==> src/rtl/bcd_serial_accum.sv <==
// bcd_serial_accum: digit-serial multi-digit BCD adder.
// Operands are captured on an in_valid/in_ready handshake and walked LSD first,
// one digit per clock, through a single decimal-corrected 4-bit digit adder.
// The packed result is presented on an out_valid/out_ready handshake.
// Optional build macro: BCD_DIGIT_CHECK_EN flags non-BCD operand nibbles on err.
module bcd_serial_accum #(
    parameter int unsigned DIGITS = 4
) (
    input  logic                clk,
    input  logic                rst,
    input  logic                in_valid,
    output logic                in_ready,
    input  logic [4*DIGITS-1:0] a,
    input  logic [4*DIGITS-1:0] b,
    input  logic                cin,
    output logic                out_valid,
    input  logic                out_ready,
    output logic [4*DIGITS-1:0] sum,
    output logic                cout,
    output logic                busy,
    output logic                err
);

    localparam int unsigned W  = 4 * DIGITS;
    localparam int unsigned IW = (DIGITS > 1) ? $clog2(DIGITS) : 1;
    localparam logic [IW-1:0] LAST_IDX = IW'(DIGITS - 1);

    typedef enum logic [1:0] {
        IDLE = 2'd0,
        RUN  = 2'd1,
        DONE = 2'd2
    } state_t;

    state_t          state_q, state_d;
    logic [W-1:0]    a_q, a_d;
    logic [W-1:0]    b_q, b_d;
    logic [W-1:0]    sum_q, sum_d;
    logic [IW-1:0]   idx_q, idx_d;
    logic            carry_q, carry_d;
    logic            cout_q, cout_d;

    logic [3:0]      a_dig;
    logic [3:0]      b_dig;
    logic [4:0]      z;
    logic            k;
    logic [3:0]      dig_sum;

    logic            accept;
    logic            last_dig;

    assign accept   = (state_q == IDLE) && in_valid;
    assign last_dig = (idx_q == LAST_IDX);

    // State register
    always_ff @(posedge clk) begin
        if (rst) begin
            state_q <= IDLE;
        end else begin
            state_q <= state_d;
        end
    end

    // Next-state logic: IDLE -> RUN -> DONE -> IDLE
    always_comb begin
        state_d = state_q;
        case (state_q)
            IDLE:    if (in_valid)  state_d = RUN;
            RUN:     if (last_dig)  state_d = DONE;
            DONE:    if (out_ready) state_d = IDLE;
            default: state_d = IDLE;
        endcase
    end

    // Handshake and status outputs decoded from the current state
    always_comb begin
        in_ready  = (state_q == IDLE);
        busy      = (state_q == RUN);
        out_valid = (state_q == DONE);
    end

    // One-digit BCD add with decimal correction on the digit selected by idx_q
    always_comb begin
        a_dig   = a_q[{idx_q, 2'b00} +: 4];
        b_dig   = b_q[{idx_q, 2'b00} +: 4];
        z       = {1'b0, a_dig} + {1'b0, b_dig} + {4'b0000, carry_q};
        k       = z[4] | (z[3] & z[2]) | (z[3] & z[1]);
        dig_sum = k ? (z[3:0] + 4'd6) : z[3:0];
    end

    // Datapath next-state: capture at accept, write one sum digit per RUN cycle
    always_comb begin
        a_d     = a_q;
        b_d     = b_q;
        sum_d   = sum_q;
        idx_d   = idx_q;
        carry_d = carry_q;
        cout_d  = cout_q;
        case (state_q)
            IDLE: begin
                if (in_valid) begin
                    a_d     = a;
                    b_d     = b;
                    carry_d = cin;
                    idx_d   = '0;
                    sum_d   = '0;
                end
            end
            RUN: begin
                sum_d[{idx_q, 2'b00} +: 4] = dig_sum;
                carry_d = k;
                idx_d   = idx_q + 1'b1;
                if (last_dig) begin
                    cout_d = k;
                end
            end
            default: ;
        endcase
    end

    // Datapath registers
    always_ff @(posedge clk) begin
        if (rst) begin
            a_q     <= '0;
            b_q     <= '0;
            sum_q   <= '0;
            idx_q   <= '0;
            carry_q <= 1'b0;
            cout_q  <= 1'b0;
        end else begin
            a_q     <= a_d;
            b_q     <= b_d;
            sum_q   <= sum_d;
            idx_q   <= idx_d;
            carry_q <= carry_d;
            cout_q  <= cout_d;
        end
    end

    assign sum  = sum_q;
    assign cout = cout_q;

`ifdef BCD_DIGIT_CHECK_EN
    logic err_q, err_d;
    logic bad_nibble;

    // Flag any operand nibble above 9 on the inputs being offered
    always_comb begin
        bad_nibble = 1'b0;
        for (int unsigned i = 0; i < DIGITS; i++) begin
            if ((a[4*i +: 4] > 4'd9) || (b[4*i +: 4] > 4'd9)) begin
                bad_nibble = 1'b1;
            end
        end
        err_d = accept ? bad_nibble : err_q;
    end

    // err is sampled at accept and held until the next accept or reset
    always_ff @(posedge clk) begin
        if (rst) begin
            err_q <= 1'b0;
        end else begin
            err_q <= err_d;
        end
    end

    assign err = err_q;
`else
    logic unused_accept;
    assign unused_accept = accept;
    assign err = 1'b0;
`endif

endmodule

==> config.mk <==
export PLATFORM = sky130hd
export DESIGN_NAME = bcd_serial_accum
export DESIGN_NICKNAME = d
export VERILOG_FILES = /design/src/rtl/bcd_serial_accum.sv
export SDC_FILE = /design/constraint.sdc
export NUM_CORES = 1
export LEC_CHECK = 0
export ABC_AREA = 1
export CAP_MARGIN = 15
export CORE_MARGIN = 4
export CORE_UTILIZATION = 45
export CTS_CLUSTER_DIAMETER = 80
export DETAILED_ROUTE_END_ITERATION = 8
export PLACE_DENSITY = 0.79
export SLEW_MARGIN = 10
export SYNTH_ARGS = -nofsm -noshare
export SYNTH_HDL_FRONTEND = slang
export SYNTH_SLANG_ARGS = --single-unit
==> constraint.sdc <==
create_clock -name clk -period 3.5 [get_ports clk]
set_clock_uncertainty 0.2 [all_clocks]
set_input_delay 0.35 -clock clk [delete_from_list [all_inputs] [get_ports clk]]
set_output_delay 0.35 -clock clk [all_outputs]
set_load 0.1 [all_outputs]
==> metrics <==
Post-Syn Area per Cell=a little over 7 µm²; post-synthesis register bit count=54; CTS root buf=clkbuf_8; Clock Latency Late Sink=~0.31 ns; 1st-iter DRT viols=between 100 and 150; Worst R2R Path Depth=15; capturing point of the worst reg2reg path=sum[15]; Hold Path Origin=b_q[8]; maximum VDD drop=around 240 µV; setup TNS=0 ns; Placeable Area=between 5000 and 6000 µm²; Post-Syn Instances=approximately 360; Detailed Place HPWL=4498 µm; max-slew violation count=0; Hold Path End=b_q[8]; # setup viols final=0; CP Launch Type=flip-flop; initial antenna violation count=0; worst path cell trace=clkinv_1 > o21ai_0 > o22ai_1 > fa_1 > inv_1 > fa_1 > ha_1 > inv_1 > nand3_1 > nand2_1 > nand2_2 > nand4_2 > nor2_1 > nor2_1 > nor2_1; total routed wirelength=6075 µm; Setup crit end kind=flip-flop; hold_ws=between 0.2 and 0.3 ns; crit path max-delay cell type=fa_1; Max clock buf depth=2; crit-path leading delay family=adder cells; Buf+Inv Stages, Crit Path=3; worst-path maximum fanout=15; Syn Std Cell Area=between 2000 and 3000 µm²; GR Overflow Total=0; Data arrival, critical path=3.09 ns; routed len/inst=roughly 13 µm; post-route minimum period=between 3 and 4 ns; post_cts resized=0; Internal Dissipation=1.091 mW; 1st-pass router iterations=4; worst path required time=~3.5 ns; CTS buffer count=5; Clk pwr share=32.0%; CTS clk-pin slew, worst paths=approximately 0.090 ns; PortBufs=56; run status=finished clean; Sw Share=a little under a third; max cap viols=0; library cells used by synthesis=28; Die Wd=between 80 and 90 µm; Pleak=between 1 and 1.5 nW; Layout area overhead=28.38%; Hold Fails Final Rpt=0; Fillers=531; layout cells sized above 1=7.022%; post-route DRC violation count=0; Initial Util=46.48%; R2R Path Start=idx_q[0]; # hold bufs at CTS=0; die area=about 7000 µm²; Setup CP Type=reg2reg; CTS tree=done; gpl congestion=between 0.9 and 1; sequential share of the synthesized area=between 40% and 50%; RSZ-0062 raised after global routing=false; Inserted Diodes=0; TritonCTS Sinks=54; largest net degree at the start of global routing=55; Worst path most repeated cell=nor2_1; fin crit share=89.04%; Die Height=83.65 µm; Rows=27; Slew @ Worst Pin=about 0.98 ns; Combinational Power Share=approximately a quarter; H-tree levels=2; gr usage total=around 18%; cell count along the critical path=15; Seq pwr share=approximately 42%; Ports=58; Hold Path Depth=2; vias post-DR=roughly 2500; r2r setup slk=around 0.38 ns; YS warnings=0; switching pwr=between 400 and 500 µW; Peak Freq=between 0.3 and 0.4 GHz; slowest stage delay, CP=around 0.46 ns; syn_nets=roughly 410; # Post-CTS Setup Buffers=0; nets=between 400 and 500; Max-Slew Margin vs Limit=between 30% and 40%; vias per cell=between 5 and 6; first-pass GRT wire length=10470 µm; antenna-violating nets left=0; PD cells=472.9 nW/µm²; hold crit path type=reg2reg; vias in the first global route=2450
-- Yosys cell counts --
library cell / count / area [µm²]
fa_1: 2 / 40.04
clkinv_1: 2 / 7.510
nor2_1: 27 / 101.4
buf_4: 1 / 7.510
dfxtp_1: 54 / 1081
a32oi_1: 2 / 17.52
nor2_4: 1 / 11.26
nand2_1: 112 / 420.4
nand4_1: 5 / 31.28
nor2_2: 2 / 12.51
nand3_1: 12 / 60.06
nand4_2: 1 / 12.51
ha_1: 8 / 100.1
a21oi_1: 54 / 270.3
nand3_2: 1 / 10.01
a31oi_1: 1 / 6.260
inv_1: 26 / 97.59
conb_1: 1 / 3.750
nor3_2: 1 / 10.01
o22ai_1: 6 / 37.54
o21ai_0: 16 / 80.08
a21oi_4: 1 / 16.27
clkbuf_1: 10 / 37.54
nand2_2: 4 / 25.02
nand3b_1: 2 / 15.01
buf_2: 8 / 40.04
nand2_4: 1 / 11.26
inv_2: 3 / 11.26
-- routing by layer --
metal  wire length [µm]  track usage, %  part of all wire [%]
met5                  0               0                     0
met2               2873           30.37                    47
met4                192           9.649                   3.2
met1               2643           20.66                    44
met3                366           3.751                   6.0
-- power by group through the flow --
stage          combinational (mW)  clock (mW)  sequential, mW
5_1_grt                     0.443       0.530           0.668
3_3_place_gp                0.385           0           0.677
2_1_floorplan               0.259           0           0.703
3_5_place_dp                0.395           0           0.678
6_report                    0.400       0.500           0.664
4_1_cts                     0.397       0.509           0.664
-- state kept, by name (all words and copies together) (netlist names) --
| signal | count |
|---|---|
| a_q | 16 |
| b_q | 16 |
| sum | 16 |
| idx_q | 2 |
| state_q | 2 |
| carry_q | 1 |
| cout | 1 |
-- cells in the final DEF (no fill, tap or decap) --
cell type,instances
clkdlybuf4s50_1,54
nor2_4,1
a21oi_1,54
a21oi_4,1
nand3_2,1
nand2_2,4
clkbuf_8,6
nor2_1,27
o21ai_0,16
nand4_1,5
buf_2,1
inv_1,26
buf_4,5
nor3_2,1
a31oi_1,1
nand3b_1,2
conb_1,1
dfxtp_1,54
nand2_1,112
nand2_4,1
o22ai_1,6
ha_1,8
nand4_2,1
clkinv_1,2
bufinv_16,2
a32oi_1,2
inv_2,3
nor2_2,2
nand3_1,12
fa_1,2
-- metrics by stage --
stage,util [%],setup WS [ns],cell area (µm²),std cells,power (mW)
2_1_floorplan,-,0.4431,2575,364,0.9624
3_3_place_gp,57.09,0.4673,3163,477,1.062
3_5_place_dp,57.09,0.4006,3163,477,1.073
4_1_cts,59.67,0.3794,3306,485,1.570
5_1_grt,59.67,0.1124,3306,485,1.641
6_report,59.67,0.3836,3306,485,1.563
-- tightest hold or removal path, cell delays in order (launching register included) --
cell and delay, ns:
dfxtp_1 0.31, nand2_1 0.06, a21oi_1 0.05
-- worst max path at each step --
stage,end,slack (ns),startpoint
floorplan,sum[7],0.44,idx_q[0]
global placement,sum[7],0.47,idx_q[1]
detailed placement,sum[15],0.40,idx_q[1]
CTS,sum[15],0.38,idx_q[0]
global route,sum[15],0.11,idx_q[1]
finish,sum[15],0.38,idx_q[0]
-- logic make-up (layout without fill, tap and decap cells) --
family                     Yosys count  after routing  synth area share (%)
AOI/OAI and AO/OA                   80             80                 16.62
adders and majority gates           10             10                 5.442
buffers and inverters               50             99                 7.823
DFF                                 54             54                 41.98
other                                1              1                0.1456
and+or+nand+nor                    169            169                 27.99
-- layout make-up --
cell class | count | area [µm²] | area share (%)
clock buffers | 6 | 82.58 | 2.498
well taps | 72 | 90.09 | 2.725
flip-flops and latches | 54 | 1081 | 32.70
inverters | 31 | 116.4 | 3.520
clock inverters | 2 | 60.06 | 1.817
multi-input cells | 260 | 1292 | 39.10
repair buffers | 60 | 583.1 | 17.64
Power figures use the tool's default switching activity.
